### src/rtl/div_radix.sv
// div_radix: multi-cycle restoring integer divider retiring RADIX_BITS
// quotient bits per CALC cycle, with valid/ready handshakes on both sides.
//
// Optional feature macro: DIV_RADIX_SIGNED_EN
//   defined   -> signed_op honoured (two's-complement, truncation toward zero)
//   undefined -> every operation is unsigned; signed_op is ignored
//
// Ports:
//   clk          clock, rising edge
//   rst          asynchronous reset, active-low
//   in_valid     operands valid
//   in_ready     divider idle, operands accepted when in_valid is high
//   signed_op    1 = signed division (only with DIV_RADIX_SIGNED_EN)
//   dividend     numerator
//   divisor      denominator
//   out_valid    result valid (held until out_ready)
//   out_ready    consumer accepts result
//   quotient     result quotient
//   remainder    result remainder
//   div_by_zero  result was produced with divisor == 0
//
// Latency: out_valid is first high in the (N+2)th cycle counting the accept
// edge as the start of cycle 1 (N = DATA_W/RADIX_BITS CALC cycles + 1 FIX).

module div_radix #(
  parameter int DATA_W     = 32,
  parameter int RADIX_BITS = 2
) (
  input  logic              clk,
  input  logic              rst,
  input  logic              in_valid,
  output logic              in_ready,
  input  logic              signed_op,
  input  logic [DATA_W-1:0] dividend,
  input  logic [DATA_W-1:0] divisor,
  output logic              out_valid,
  input  logic              out_ready,
  output logic [DATA_W-1:0] quotient,
  output logic [DATA_W-1:0] remainder,
  output logic              div_by_zero
);

  localparam int N     = DATA_W / RADIX_BITS;
  localparam int CNT_W = (N > 1) ? $clog2(N) : 1;
  localparam logic [CNT_W-1:0] LAST = CNT_W'(N - 1);

  typedef enum logic [1:0] {IDLE, CALC, FIX, DONE} state_t;

  state_t state_q, state_d;

  logic [CNT_W-1:0]  cnt_q;
  logic [DATA_W-1:0] quo_q;       // dividend magnitude shifting out, quotient shifting in
  logic [DATA_W-1:0] rem_q;       // partial remainder
  logic [DATA_W-1:0] dsr_q;       // divisor magnitude
  logic [DATA_W-1:0] dvd_orig_q;  // original dividend, returned on divide-by-zero
  logic [DATA_W-1:0] quotient_q;
  logic [DATA_W-1:0] remainder_q;
  logic              dz_q;

  logic [DATA_W-1:0] dvd_mag;
  logic [DATA_W-1:0] dsr_mag;
  logic [DATA_W-1:0] step_quo;
  logic [DATA_W-1:0] step_rem;
  logic [DATA_W-1:0] fix_quo;
  logic [DATA_W-1:0] fix_rem;

`ifdef DIV_RADIX_SIGNED_EN
  logic qneg_q;  // operand signs differ
  logic rneg_q;  // dividend negative

  logic dvd_neg;
  logic dsr_neg;
  assign dvd_neg = signed_op & dividend[DATA_W-1];
  assign dsr_neg = signed_op & divisor[DATA_W-1];
  assign dvd_mag = dvd_neg ? (~dividend + 1'b1) : dividend;
  assign dsr_mag = dsr_neg ? (~divisor + 1'b1) : divisor;
`else
  logic unused_signed_op;
  assign unused_signed_op = signed_op;
  assign dvd_mag = dividend;
  assign dsr_mag = divisor;
`endif

  // ---------------------------------------------------------------------------
  // FSM: state register
  // ---------------------------------------------------------------------------
  always_ff @(posedge clk or negedge rst) begin
    if (!rst) state_q <= IDLE;
    else      state_q <= state_d;
  end

  // FSM: next state
  always_comb begin
    state_d = state_q;
    case (state_q)
      IDLE:    if (in_valid) state_d = CALC;
      CALC:    if (cnt_q == LAST) state_d = FIX;
      FIX:     state_d = DONE;
      DONE:    if (out_ready) state_d = IDLE;
      default: state_d = IDLE;
    endcase
  end

  // FSM: outputs
  always_comb begin
    in_ready  = (state_q == IDLE);
    out_valid = (state_q == DONE);
  end

  // ---------------------------------------------------------------------------
  // RADIX_BITS chained restoring steps. The trial difference is DATA_W+1 bits;
  // since the running remainder is always below the divisor, its MSB is a
  // reliable borrow flag.
  // ---------------------------------------------------------------------------
  always_comb begin : step_blk
    logic [DATA_W:0] tmp;
    logic [DATA_W:0] diff;
    logic [DATA_W-1:0] q;
    logic [DATA_W-1:0] r;
    tmp  = '0;
    diff = '0;
    q    = quo_q;
    r    = rem_q;
    for (int unsigned i = 0; i < RADIX_BITS; i++) begin
      tmp  = {r, q[DATA_W-1]};
      diff = tmp - {1'b0, dsr_q};
      q    = {q[DATA_W-2:0], ~diff[DATA_W]};
      r    = diff[DATA_W] ? tmp[DATA_W-1:0] : diff[DATA_W-1:0];
    end
    step_quo = q;
    step_rem = r;
  end

  // Sign fix-up and divide-by-zero override applied in FIX
  always_comb begin
`ifdef DIV_RADIX_SIGNED_EN
    fix_quo = qneg_q ? (~quo_q + 1'b1) : quo_q;
    fix_rem = rneg_q ? (~rem_q + 1'b1) : rem_q;
`else
    fix_quo = quo_q;
    fix_rem = rem_q;
`endif
    if (dsr_q == '0) begin
      fix_quo = '1;
      fix_rem = dvd_orig_q;
    end
  end

  // ---------------------------------------------------------------------------
  // Datapath registers
  // ---------------------------------------------------------------------------
  always_ff @(posedge clk or negedge rst) begin
    if (!rst) begin
      cnt_q       <= '0;
      quo_q       <= '0;
      rem_q       <= '0;
      dsr_q       <= '0;
      dvd_orig_q  <= '0;
      quotient_q  <= '0;
      remainder_q <= '0;
      dz_q        <= 1'b0;
`ifdef DIV_RADIX_SIGNED_EN
      qneg_q      <= 1'b0;
      rneg_q      <= 1'b0;
`endif
    end else begin
      case (state_q)
        IDLE: begin
          if (in_valid) begin
            quo_q      <= dvd_mag;
            dsr_q      <= dsr_mag;
            dvd_orig_q <= dividend;
            rem_q      <= '0;
            cnt_q      <= '0;
`ifdef DIV_RADIX_SIGNED_EN
            qneg_q     <= dvd_neg ^ dsr_neg;
            rneg_q     <= dvd_neg;
`endif
          end
        end
        CALC: begin
          quo_q <= step_quo;
          rem_q <= step_rem;
          cnt_q <= cnt_q + CNT_W'(1);
        end
        FIX: begin
          quotient_q  <= fix_quo;
          remainder_q <= fix_rem;
          dz_q        <= (dsr_q == '0);
        end
        default: ;
      endcase
    end
  end

  assign quotient    = quotient_q;
  assign remainder   = remainder_q;
  assign div_by_zero = dz_q;

endmodule

### config.mk
export PLATFORM = sky130hd
export DESIGN_NAME = div_radix
export DESIGN_NICKNAME = d
export VERILOG_FILES = /design/src/rtl/div_radix.sv
export SDC_FILE = /design/constraint.sdc
export NUM_CORES = 1
export LEC_CHECK = 0
export ABC_AREA = 1
export ABC_CLOCK_PERIOD_IN_PS = 12100
export CORE_UTILIZATION = 42
export DETAILED_ROUTE_END_ITERATION = 10
export PLACE_DENSITY = 0.6
export SETUP_SLACK_MARGIN = 0.1
export SYNTH_ARGS = -nofsm -noshare
export SYNTH_HDL_FRONTEND = slang
export SYNTH_SLANG_ARGS = --single-unit
### constraint.sdc
create_clock -name clk -period 12.1 [get_ports clk]
set_clock_uncertainty 0.1 [all_clocks]
set_input_delay 3.025 -clock clk [delete_from_list [all_inputs] [get_ports clk]]
set_output_delay 3.025 -clock clk [all_outputs]
set_load 0.01 [all_outputs]
* Word-level counts from Yosys, hierarchy flattened *
Cells that the tools add are included.

word-level totals
  RAM bits = 0
  bits in latches = 0
  logic and storage cells = 41
  output and inout bits = 67
  bits in registers = 199
  memory bits (read-only) = 0
  memories kept = 0

operators by class
  eq/ne operators = 7
  divide/modulo/power cells = 0
  muxes and demuxes = 14
  add/sub/neg operators = 3
  reductions and logical operators = 6
  shift operators = 0
  bitwise logic cells = 2
  order comparisons = 0
  $mul = 0

operators by type and width
  operator                                                                  count
  32-bit two-way mux                                                        6
  32-bit case mux with 2 select lines                                       2
  33-bit by 32-bit subtractor with 33-bit output                            2
  32-bit logical NOT                                                        1
  2-bit case mux with 4 select lines                                        1
  4-bit case mux with 2 select lines                                        1
  2-bit two-way mux                                                         3
  4-bit by 1-bit adder with 4-bit output (second input constant)            1
  2-bit equality test (second input constant)                               2
  4-bit equality test (second input constant)                               1
  4-bit two-way mux                                                         1
  2-bit inequality test (second input constant)                             2
  2-bit AND reduction                                                       2
  3-bit AND reduction                                                       1
  2-bit by 1-bit equality test with 1-bit output (second input constant)    1
  2-bit logical NOT                                                         1
  2-bit by 1-bit inequality test with 1-bit output (second input constant)  1
  1-bit NOT                                                                 2
  2-bit nonzero test                                                        1

* Depth between registers and ports, before layout *
Gate-level depths: netlist of the first run.

  depth after elaboration = 5
  depth in mapped cells = 33
  gate-level depth less buffers = 31

* Least setup slack after synthesis of the first run *
Ideal clock, no wire load.

  path kind = in2reg
  from = input in_valid
  to = register quo_q[10]
  stages on the path = 6
  path slack = 7.945 ns
  setup time = 0.083 ns
  data arrival time = 3.973 ns
  cells stage by stage = nand2_1 o21ai_0 clkbuf_1 buf_2 o211ai_1 o21ai_0

on the way
  longest elaborated chain between the ends = 2

RTL lines
  item                             RTL line  source
  start, declared                  31        input logic in_valid,
  2-bit inequality test (no line)  -
  2-bit AND reduction (no line)    -
  end signal, assigned             170       quo_q <= dvd_mag;
  end signal, assigned             182       quo_q <= step_quo;
  end, declared                    52        logic [DATA_W-1:0] quo_q;

Every way passes these cells.
A chain may end at the register's enable or synchronous reset.

* Worst setup path after layout of the first run *
  from = register dsr_q[0]
  to = register rem_q[31]

on the way
  longest elaborated chain between the ends = 5

RTL lines
  item                                            RTL line  source
  start, declared                                 54        logic [DATA_W-1:0] dsr_q;
  start signal, assigned                          171       dsr_q <= dsr_mag;
  33-bit by 32-bit subtractor with 33-bit output  126       diff = tmp - {1'b0, dsr_q};
  32-bit two-way mux                              128       r = diff[DATA_W] ? tmp[DATA_W-1:0] : diff[DATA_W-1:0];
  33-bit by 32-bit subtractor with 33-bit output  126
  32-bit two-way mux *                            128
  32-bit case mux with 2 select lines *           167       case (state_q)
  end signal, assigned                            183       rem_q <= step_rem;
  end, declared                                   53        logic [DATA_W-1:0] rem_q;

Every way passes the cells marked *; elsewhere a longest branch is shown, timed or not.

==> impl_metrics.tcl, run 1 <==
set metrics [dict create \
    fin_crit_sh 0.513 \
    io_buffers 134 \
    ios 136 \
    grt_pass1_wl_mm 66.9 \
    cp_max_fo 53 \
    synth_cell_types 38 \
    layout_common_cells "nand2_1 (501), inv_1 (238), dfrtp_1 (199)" \
    hold_class "reg2reg" \
    r2r_cells 29 \
    syn_avg_cell_area_um2 7.16 \
    crit_start "dsr_q[0]" \
    critPathTopFamily "simple AND/OR/NAND/NOR gates" \
    drive_above_1_share 0.0517 \
    wire_per_inst_um 17.5 \
    syn_to_final_growth_pct 16.3 \
    grt_max_degree 77 \
    synthArstFlopShare 1.00 \
    cp_num_buf_inv 3 \
    drc 0 \
    routabilityCongestion 0.910 \
    drv_slew 0 \
    yosysSeqAreaShare 0.372 \
    antenna_cells 0 \
    ys_seq_elements 199 \
    vias 12398 \
    grt_pass1_vias 12040 \
    holdCritStartpoint "div_by_zero" \
    fin_crit_ns 6.20 \
    num_rows 65 \
    slew_headroom 0.235 \
    drv_cap 0 \
    endpoint_kind "flip-flop" \
    grt.overflow.total 0 \
    syn-num-nets 2011 \
    die-area_um2 32600 \
    dp_hpwl_mm 31.9 \
    fin_nets 2101 \
    first_iter_violations 881 \
    r2r-end "rem_q[31]" \
    crit_required_ns 12.39 \
    antenna_left 0 \
    cts_buffers 17 \
    cp.depth 29 \
    drtPass1Iterations 5 \
    setup_viol 0 \
    critical-path-max-stage-delay_ns 0.60 \
    antenna_found_initial 0 \
    path_class "reg2reg" \
    clk_pin_slew_ns 0.08 \
    reg2reg_slack_ns 5.90 \
    cts_tree "yes" \
    fp.dieW_um 181 \
    grt_setup_unrepaired "no" \
    postCtsResizedCells 0 \
    synth_edf_count 0 \
    setup.worst_path.end "rem_q[31]" \
    final_common_cell "nand2_1" \
    reg2reg_from "dsr_q[0]" \
    ys_warn_count 0 \
    ctsHtreeMaxLevel 4 \
    cts_hold_buf 0 \
    path_common_cell "nand3_1" \
    track_usage 0.264 \
    fill_cells 3242 \
    cts.path.max_buffers 2 \
    cts_setup_buffers 0 \
    status "finished clean" \
    crit_slowest_cell "nand3_2" \
    arrival_ns 6.50 \
    fmax_ghz 0.161 \
    core_area_um2 31500 \
    cts_sinks 199 \
    syn-cell-area_um2 13400 \
    netlist_instances 1871 \
    floorplan.initialDensity 0.426 \
    vias_per_cell 5.22 \
    worstMarginPinSlew_ns 1.15 \
    clock_latency_ns 0.46 \
    drt_wl_total_mm 41.5 \
    tns_ns 0 \
    start_kind "flip-flop" \
    finalHoldViolCount 0 \
    cts_root_buf "clkbuf_16" \
    synthFlopType "dfrtp_1" \
    die_y_um 181 \
]
-- state kept, by name (all words and copies together) (netlist names) --
signal	flops
cnt_q	4
div_by_zero	1
dsr_q	32
dvd_orig_q	32
quo_q	32
quotient	32
rem_q	32
remainder	32
state_q	2
-- worst min-delay path by stage --
stage / slack (ns) / end / cells past startpoint
after global placement: 0.36 / div_by_zero / 2
after detailed placement: 0.37 / div_by_zero / 2
final: 0.38 / div_by_zero / 2
after CTS: 0.39 / div_by_zero / 2
after global routing: 0.40 / div_by_zero / 2
after floorplan: 0.35 / dvd_orig_q[2] / 2
-- stage by stage --
step	setup WS (ns)	cell area (um2)	utilization	std cells	hold WS [ns]
floorplan	7.94	13400	-	1871	0.354
global placement	5.93	15000	0.477	2344	0.364
detailed placement	5.90	15000	0.477	2344	0.367
CTS	5.86	15600	0.495	2376	0.387
global route	5.48	15600	0.495	2376	0.404
finish	5.90	15600	0.495	2376	0.380
-- worst min-delay path, delay by kind of cell, from the launching register on --
| kind | cells | cell delay [ns] |
|---|---|---|
| flip-flops | 1 | 0.35 |
| AND/OR/NAND/NOR | 2 | 0.10 |
-- area by class of cell --
class                           instances  area (um2)  area share
Multi-Input combinational cell       1359        7210       0.462
Timing Repair Buffer                  142        1410      0.0901
Clock inverter                         13         133     0.00851
Tap cell                              402         503      0.0323
Clock buffer                           19         453      0.0291
Inverter                              242         908      0.0583
Sequential cell                       199        4980       0.319
-- logic make-up (layout without fill, tap and decap cells) --
family / count (synthesis) / after routing / share of synthesized area
AO/OA/AOI/OAI: 351 / 351 / 0.145
adder cells (fa/ha/maj): 71 / 71 / 0.0674
AND/OR/NAND/NOR: 866 / 866 / 0.271
flip-flops: 199 / 199 / 0.372
multiplexers: 31 / 31 / 0.0260
buffers and inverters: 313 / 416 / 0.0932
XOR/XNOR: 40 / 40 / 0.0261
-- Yosys cell counts, types with 13 or more instances --
library cell,count,share of area
a21oi_1,109,0.041
buf_2,16,0.0060
clkbuf_1,46,0.013
dfrtp_1,199,0.37
ha_1,69,0.064
inv_1,238,0.067
mux2_2,31,0.026
nand2_1,502,0.14
nand3_1,145,0.054
nand4_1,13,0.0061
nor2_1,157,0.044
o211ai_1,44,0.025
o21ai_0,167,0.062
o21bai_1,15,0.0084
xnor2_1,28,0.018
-- routing by layer --
metal  vias to the layer above  routed length [um]  global-route usage
li1                       6266                   -                   -
met1                      5799               20200               0.376
met2                       300               19000               0.421
met3                        33                1690              0.0297
met4                         0                 659              0.0725
met5                         -                   0                   0
Power of run 1 is left out: the tool's default activity adds up to more than one toggle a clock period on the data nets, which glitch-free logic cannot reach.
==> inputs of run 2 (changes only) <==
--- a/config.mk
+++ b/config.mk
@@ -6,7 +6,7 @@
 export NUM_CORES = 1
 export LEC_CHECK = 0
 export ABC_AREA = 1
-export ABC_CLOCK_PERIOD_IN_PS = 12100
+export ABC_CLOCK_PERIOD_IN_PS = 5800
 export CORE_UTILIZATION = 42
 export DETAILED_ROUTE_END_ITERATION = 10
 export PLACE_DENSITY = 0.6
==> constraint.sdc (replaced) <==
create_clock -name clk -period 5.8 [get_ports clk]
set_clock_uncertainty 0.1 [all_clocks]
set_input_delay 1.45 -clock clk [delete_from_list [all_inputs] [get_ports clk]]
set_output_delay 1.45 -clock clk [all_outputs]
set_load 0.01 [all_outputs]
==> impl_metrics.tcl, run 2 (synthesized netlist as in run 1, its figures left out) <==
set metrics [dict create \
    tns_ns 0 \
    routabilityCongestion 0.991 \
    syn_to_final_growth_pct 16.8 \
    fin_crit_sh 0.893 \
    endpoint_kind "flip-flop" \
    clock_latency_ns 0.46 \
    ios 136 \
    core_area_um2 31500 \
    grt_max_degree 107 \
    fp.dieW_um 181 \
    vias 12474 \
    fmax_ghz 0.193 \
    slew_headroom 0.249 \
    grt_pass1_wl_mm 65.4 \
    io_buffers 134 \
    drtPass1Iterations 5 \
    drt_wl_total_mm 40.6 \
    layout_common_cells "nand2_1 (500), inv_1 (238), dfrtp_1 (199)" \
    crit_slowest_cell "dfrtp_1" \
    cts.path.max_buffers 2 \
    cts_tree "yes" \
    antenna_left 0 \
    arrival_ns 5.42 \
    crit_required_ns 6.04 \
    clk_pin_slew_ns 0.08 \
    antenna_cells 0 \
    final_util 0.497 \
    path_common_cell "nand2_1" \
    hold_class "reg2reg" \
    path_class "reg2reg" \
    reg2reg_slack_ns 0.62 \
    antenna_found_initial 0 \
    finalHoldViolCount 0 \
    drive_above_1_share 0.0546 \
    wire_per_inst_um 17.1 \
    setup_viol 0 \
    final_common_cell "nand2_1" \
    cp_max_fo 50 \
    cts_root_buf "clkbuf_16" \
    cts_sinks 199 \
    start_kind "flip-flop" \
    vias_per_cell 5.24 \
    grt.overflow.total 0 \
    ctsHtreeMaxLevel 4 \
    cts_hold_buf 0 \
    fin_nets 2107 \
    num_rows 65 \
    die_y_um 181 \
    hold_slack_ns 0.389 \
    floorplan.initialDensity 0.426 \
    dp_slack_ns 0.463 \
    setup_slack_ns 0.621 \
    grt_setup_unrepaired "no" \
    fill_cells 3255 \
    track_usage 0.257 \
    drv_slew 0 \
    critical-path-max-stage-delay_ns 0.50 \
    die-area_um2 32600 \
    cts_buffers 17 \
    drc 0 \
    dp_hpwl_mm 31.1 \
    grt_pass1_vias 12034 \
    first_iter_violations 873 \
    status "finished clean" \
    worstMarginPinSlew_ns 1.13 \
    drv_cap 0 \
    fin_crit_ns 5.18 \
]
==> run 2: changes by cell type in the layout (fill, tap and decap cells not counted), moves of 2 or more <==
cell        delta
clkinvlp_4     +2
o21ai_1        +2
o21ai_0        -2
buf_12         +2
clkinv_8       -2
buf_4          +4
==> run 2: path summary, 6_finish.rpt <==
check | endpoint | cells past startpoint | start
worst max-delay path | rem_q[31] | 31 | dsr_q[0]
worst min-delay path | div_by_zero | 2 | div_by_zero
worst max register to register | rem_q[31] | 31 | dsr_q[0]
worst min register to register | div_by_zero | 2 | div_by_zero
max in group asynchronous | dsr_q[17] | 2 | rst
min in group asynchronous | quotient[6] | 1 | rst
==> run 2: stage by stage <==
step	cell area, um2	instances
after global placement	15100	2350
after detailed placement	15100	2350
after global routing	15700	2381
final	15700	2381
after floorplan	13400	1871
after CTS	15600	2381
==> run 2: worst max-delay path: cells and delay by family, from the launching register on <==
kind            cells  cell delay, ns
compound gates      1            0.44
fa+ha+maj           3            1.03
buf+inv             6            0.90
flops               1            0.50
simple gates       21            2.05
==> run 2: final cells by class <==
class / instances / area (um2) / share of cell area
clock inverter: 13 / 136 / 0.00871
multi-input combinational: 1359 / 7210 / 0.461
inverter: 242 / 908 / 0.0580
sequential: 199 / 4980 / 0.318
tap: 402 / 503 / 0.0321
clock buffer: 18 / 439 / 0.0281
timing repair buffer: 148 / 1480 / 0.0943
==> run 2: timing repair <==
action	CTS	global route
endpoints found under the setup margin	0	33
gates resized for setup	0	3
buffers inserted	0	0
==> run 2: per-layer routing <==
metal  wire length (um)  GRT usage
met1              19300      0.358
met2              18000      0.405
met3               2130     0.0350
met4               1180     0.0964
met5                  0          0
Power of run 2 is left out for the same reason.
==> inputs of run 3 (changes only) <==
--- a/config.mk
+++ b/config.mk
@@ -10,7 +10,9 @@
 export CORE_UTILIZATION = 42
 export DETAILED_ROUTE_END_ITERATION = 10
 export PLACE_DENSITY = 0.6
+export REMOVE_ABC_BUFFERS = 1
 export SETUP_SLACK_MARGIN = 0.1
+export SLEW_MARGIN = 5
 export SYNTH_ARGS = -nofsm -noshare
 export SYNTH_HDL_FRONTEND = slang
 export SYNTH_SLANG_ARGS = --single-unit
==> impl_metrics.tcl, run 3 (synthesized netlist as in run 1, its figures left out) <==
set metrics [dict create \
    ctsHtreeMaxLevel 4 \
    final_util 0.497 \
    crit_required_ns 6.04 \
    hold_slack_ns 0.383 \
    cp_max_fo 33 \
    fmax_ghz 0.190 \
    setup_viol 0 \
    antenna_found_initial 0 \
    fin_nets 2108 \
    first_iter_violations 763 \
    fin_crit_ns 5.26 \
    critical-path-max-stage-delay_ns 0.51 \
    antenna_left 0 \
    grt.met3_usage 0.0325 \
    grt.overflow.total 0 \
    cts_buffers 17 \
    dp_slack_ns 0.619 \
    grt_pass1_vias 12031 \
    tns_ns 0 \
    path_common_cell "nand3_1" \
    hold_class "reg2reg" \
    track_usage 0.254 \
    drt_wl_total_mm 39.9 \
    io_buffers 134 \
    critPathTopFamily "simple AND/OR/NAND/NOR gates" \
    setup_slack_ns 0.540 \
    worstMarginPinSlew_ns 1.15 \
    wire_per_inst_um 16.8 \
    layout_common_cells "nand2_1 (501), inv_1 (238), dfrtp_1 (199)" \
    cp_num_buf_inv 3 \
    floorplan.initialDensity 0.426 \
    num_rows 65 \
    ios 136 \
    cts_tree "yes" \
    crit_slowest_cell "dfrtp_1" \
    grt_setup_unrepaired "no" \
    die-area_um2 32600 \
    endpoint_kind "flip-flop" \
    grt_pass1_wl_mm 64.9 \
    vias 12429 \
    start_kind "flip-flop" \
    clk_pin_slew_ns 0.07 \
    path_class "reg2reg" \
    routabilityCongestion 0.935 \
    cts_sinks 199 \
    drv_cap 0 \
    drc 0 \
    drive_above_1_share 0.0545 \
    cts.path.max_buffers 2 \
    top_usage_layer "met2" \
    arrival_ns 5.50 \
    fin_crit_sh 0.907 \
    status "finished clean" \
    finalHoldViolCount 0 \
    vias_per_cell 5.22 \
    core_area_um2 31500 \
    grt_util_met1 0.366 \
    cts_root_buf "clkbuf_16" \
    die_y_um 181 \
    fp.dieW_um 181 \
    slew_headroom 0.231 \
    clock_latency_ns 0.45 \
    use_met2 0.398 \
    drv_slew 0 \
    cts_setup_buffers 0 \
    syn_to_final_growth_pct 16.8 \
    dp_hpwl_mm 30.7 \
    drtPass1Iterations 5 \
    grt_max_degree 130 \
    antenna_cells 0 \
    final_common_cell "nand2_1" \
]
[run 3: layout make-up]
type / count / area [um2]
clock inverter: 12 / 141
inverter: 242 / 908
timing repair buffer: 149 / 1470
fill: 3192 / 15800
clock buffer: 20 / 447
multi-input combinational: 1359 / 7200
sequential: 199 / 4980
tap: 402 / 503
[run 3: what timing repair did]
| action | in CTS | in global routing |
|---|---|---|
| setup endpoints to repair | 0 | 32 |
| hold buffers | 0 | 0 |
| resized for setup | 0 | 3 |
[run 3: final timing paths]
check	to	depth (start not counted)	slack [ns]	startpoint
max	rem_q[31]	29	0.54	dsr_q[0]
min in group asynchronous	quotient[23]	1	1.04	rst
min reg2reg	div_by_zero	2	0.38	div_by_zero
max in group asynchronous	rem_q[3]	2	3.57	rst
max reg2reg	rem_q[31]	29	0.54	dsr_q[0]
min	div_by_zero	2	0.38	div_by_zero
[run 3: metal layers]
layer  wire [um]  vias to the layer above
met5           0                        -
li1            -                     6271
met1       19400                     5834
met3        1950                       31
met2       17900                      293
met4         668                        0
[run 3: stage by stage]
step,instance area (um2),std cells
final,15700,2383
after global routing,15700,2383
after CTS,15700,2383
after detailed placement,15100,2351
after global placement,15100,2351
after floorplan,13100,1800
[run 3: worst register-to-register path: cells and delay by family (launching register included)]
family / cells / cell delay, ns
fa+ha+maj: 3 / 1.14
buf+inv: 3 / 0.56
compound gates: 1 / 0.44
simple gates: 22 / 2.38
flops: 1 / 0.51
Power of run 3 is left out for the same reason.
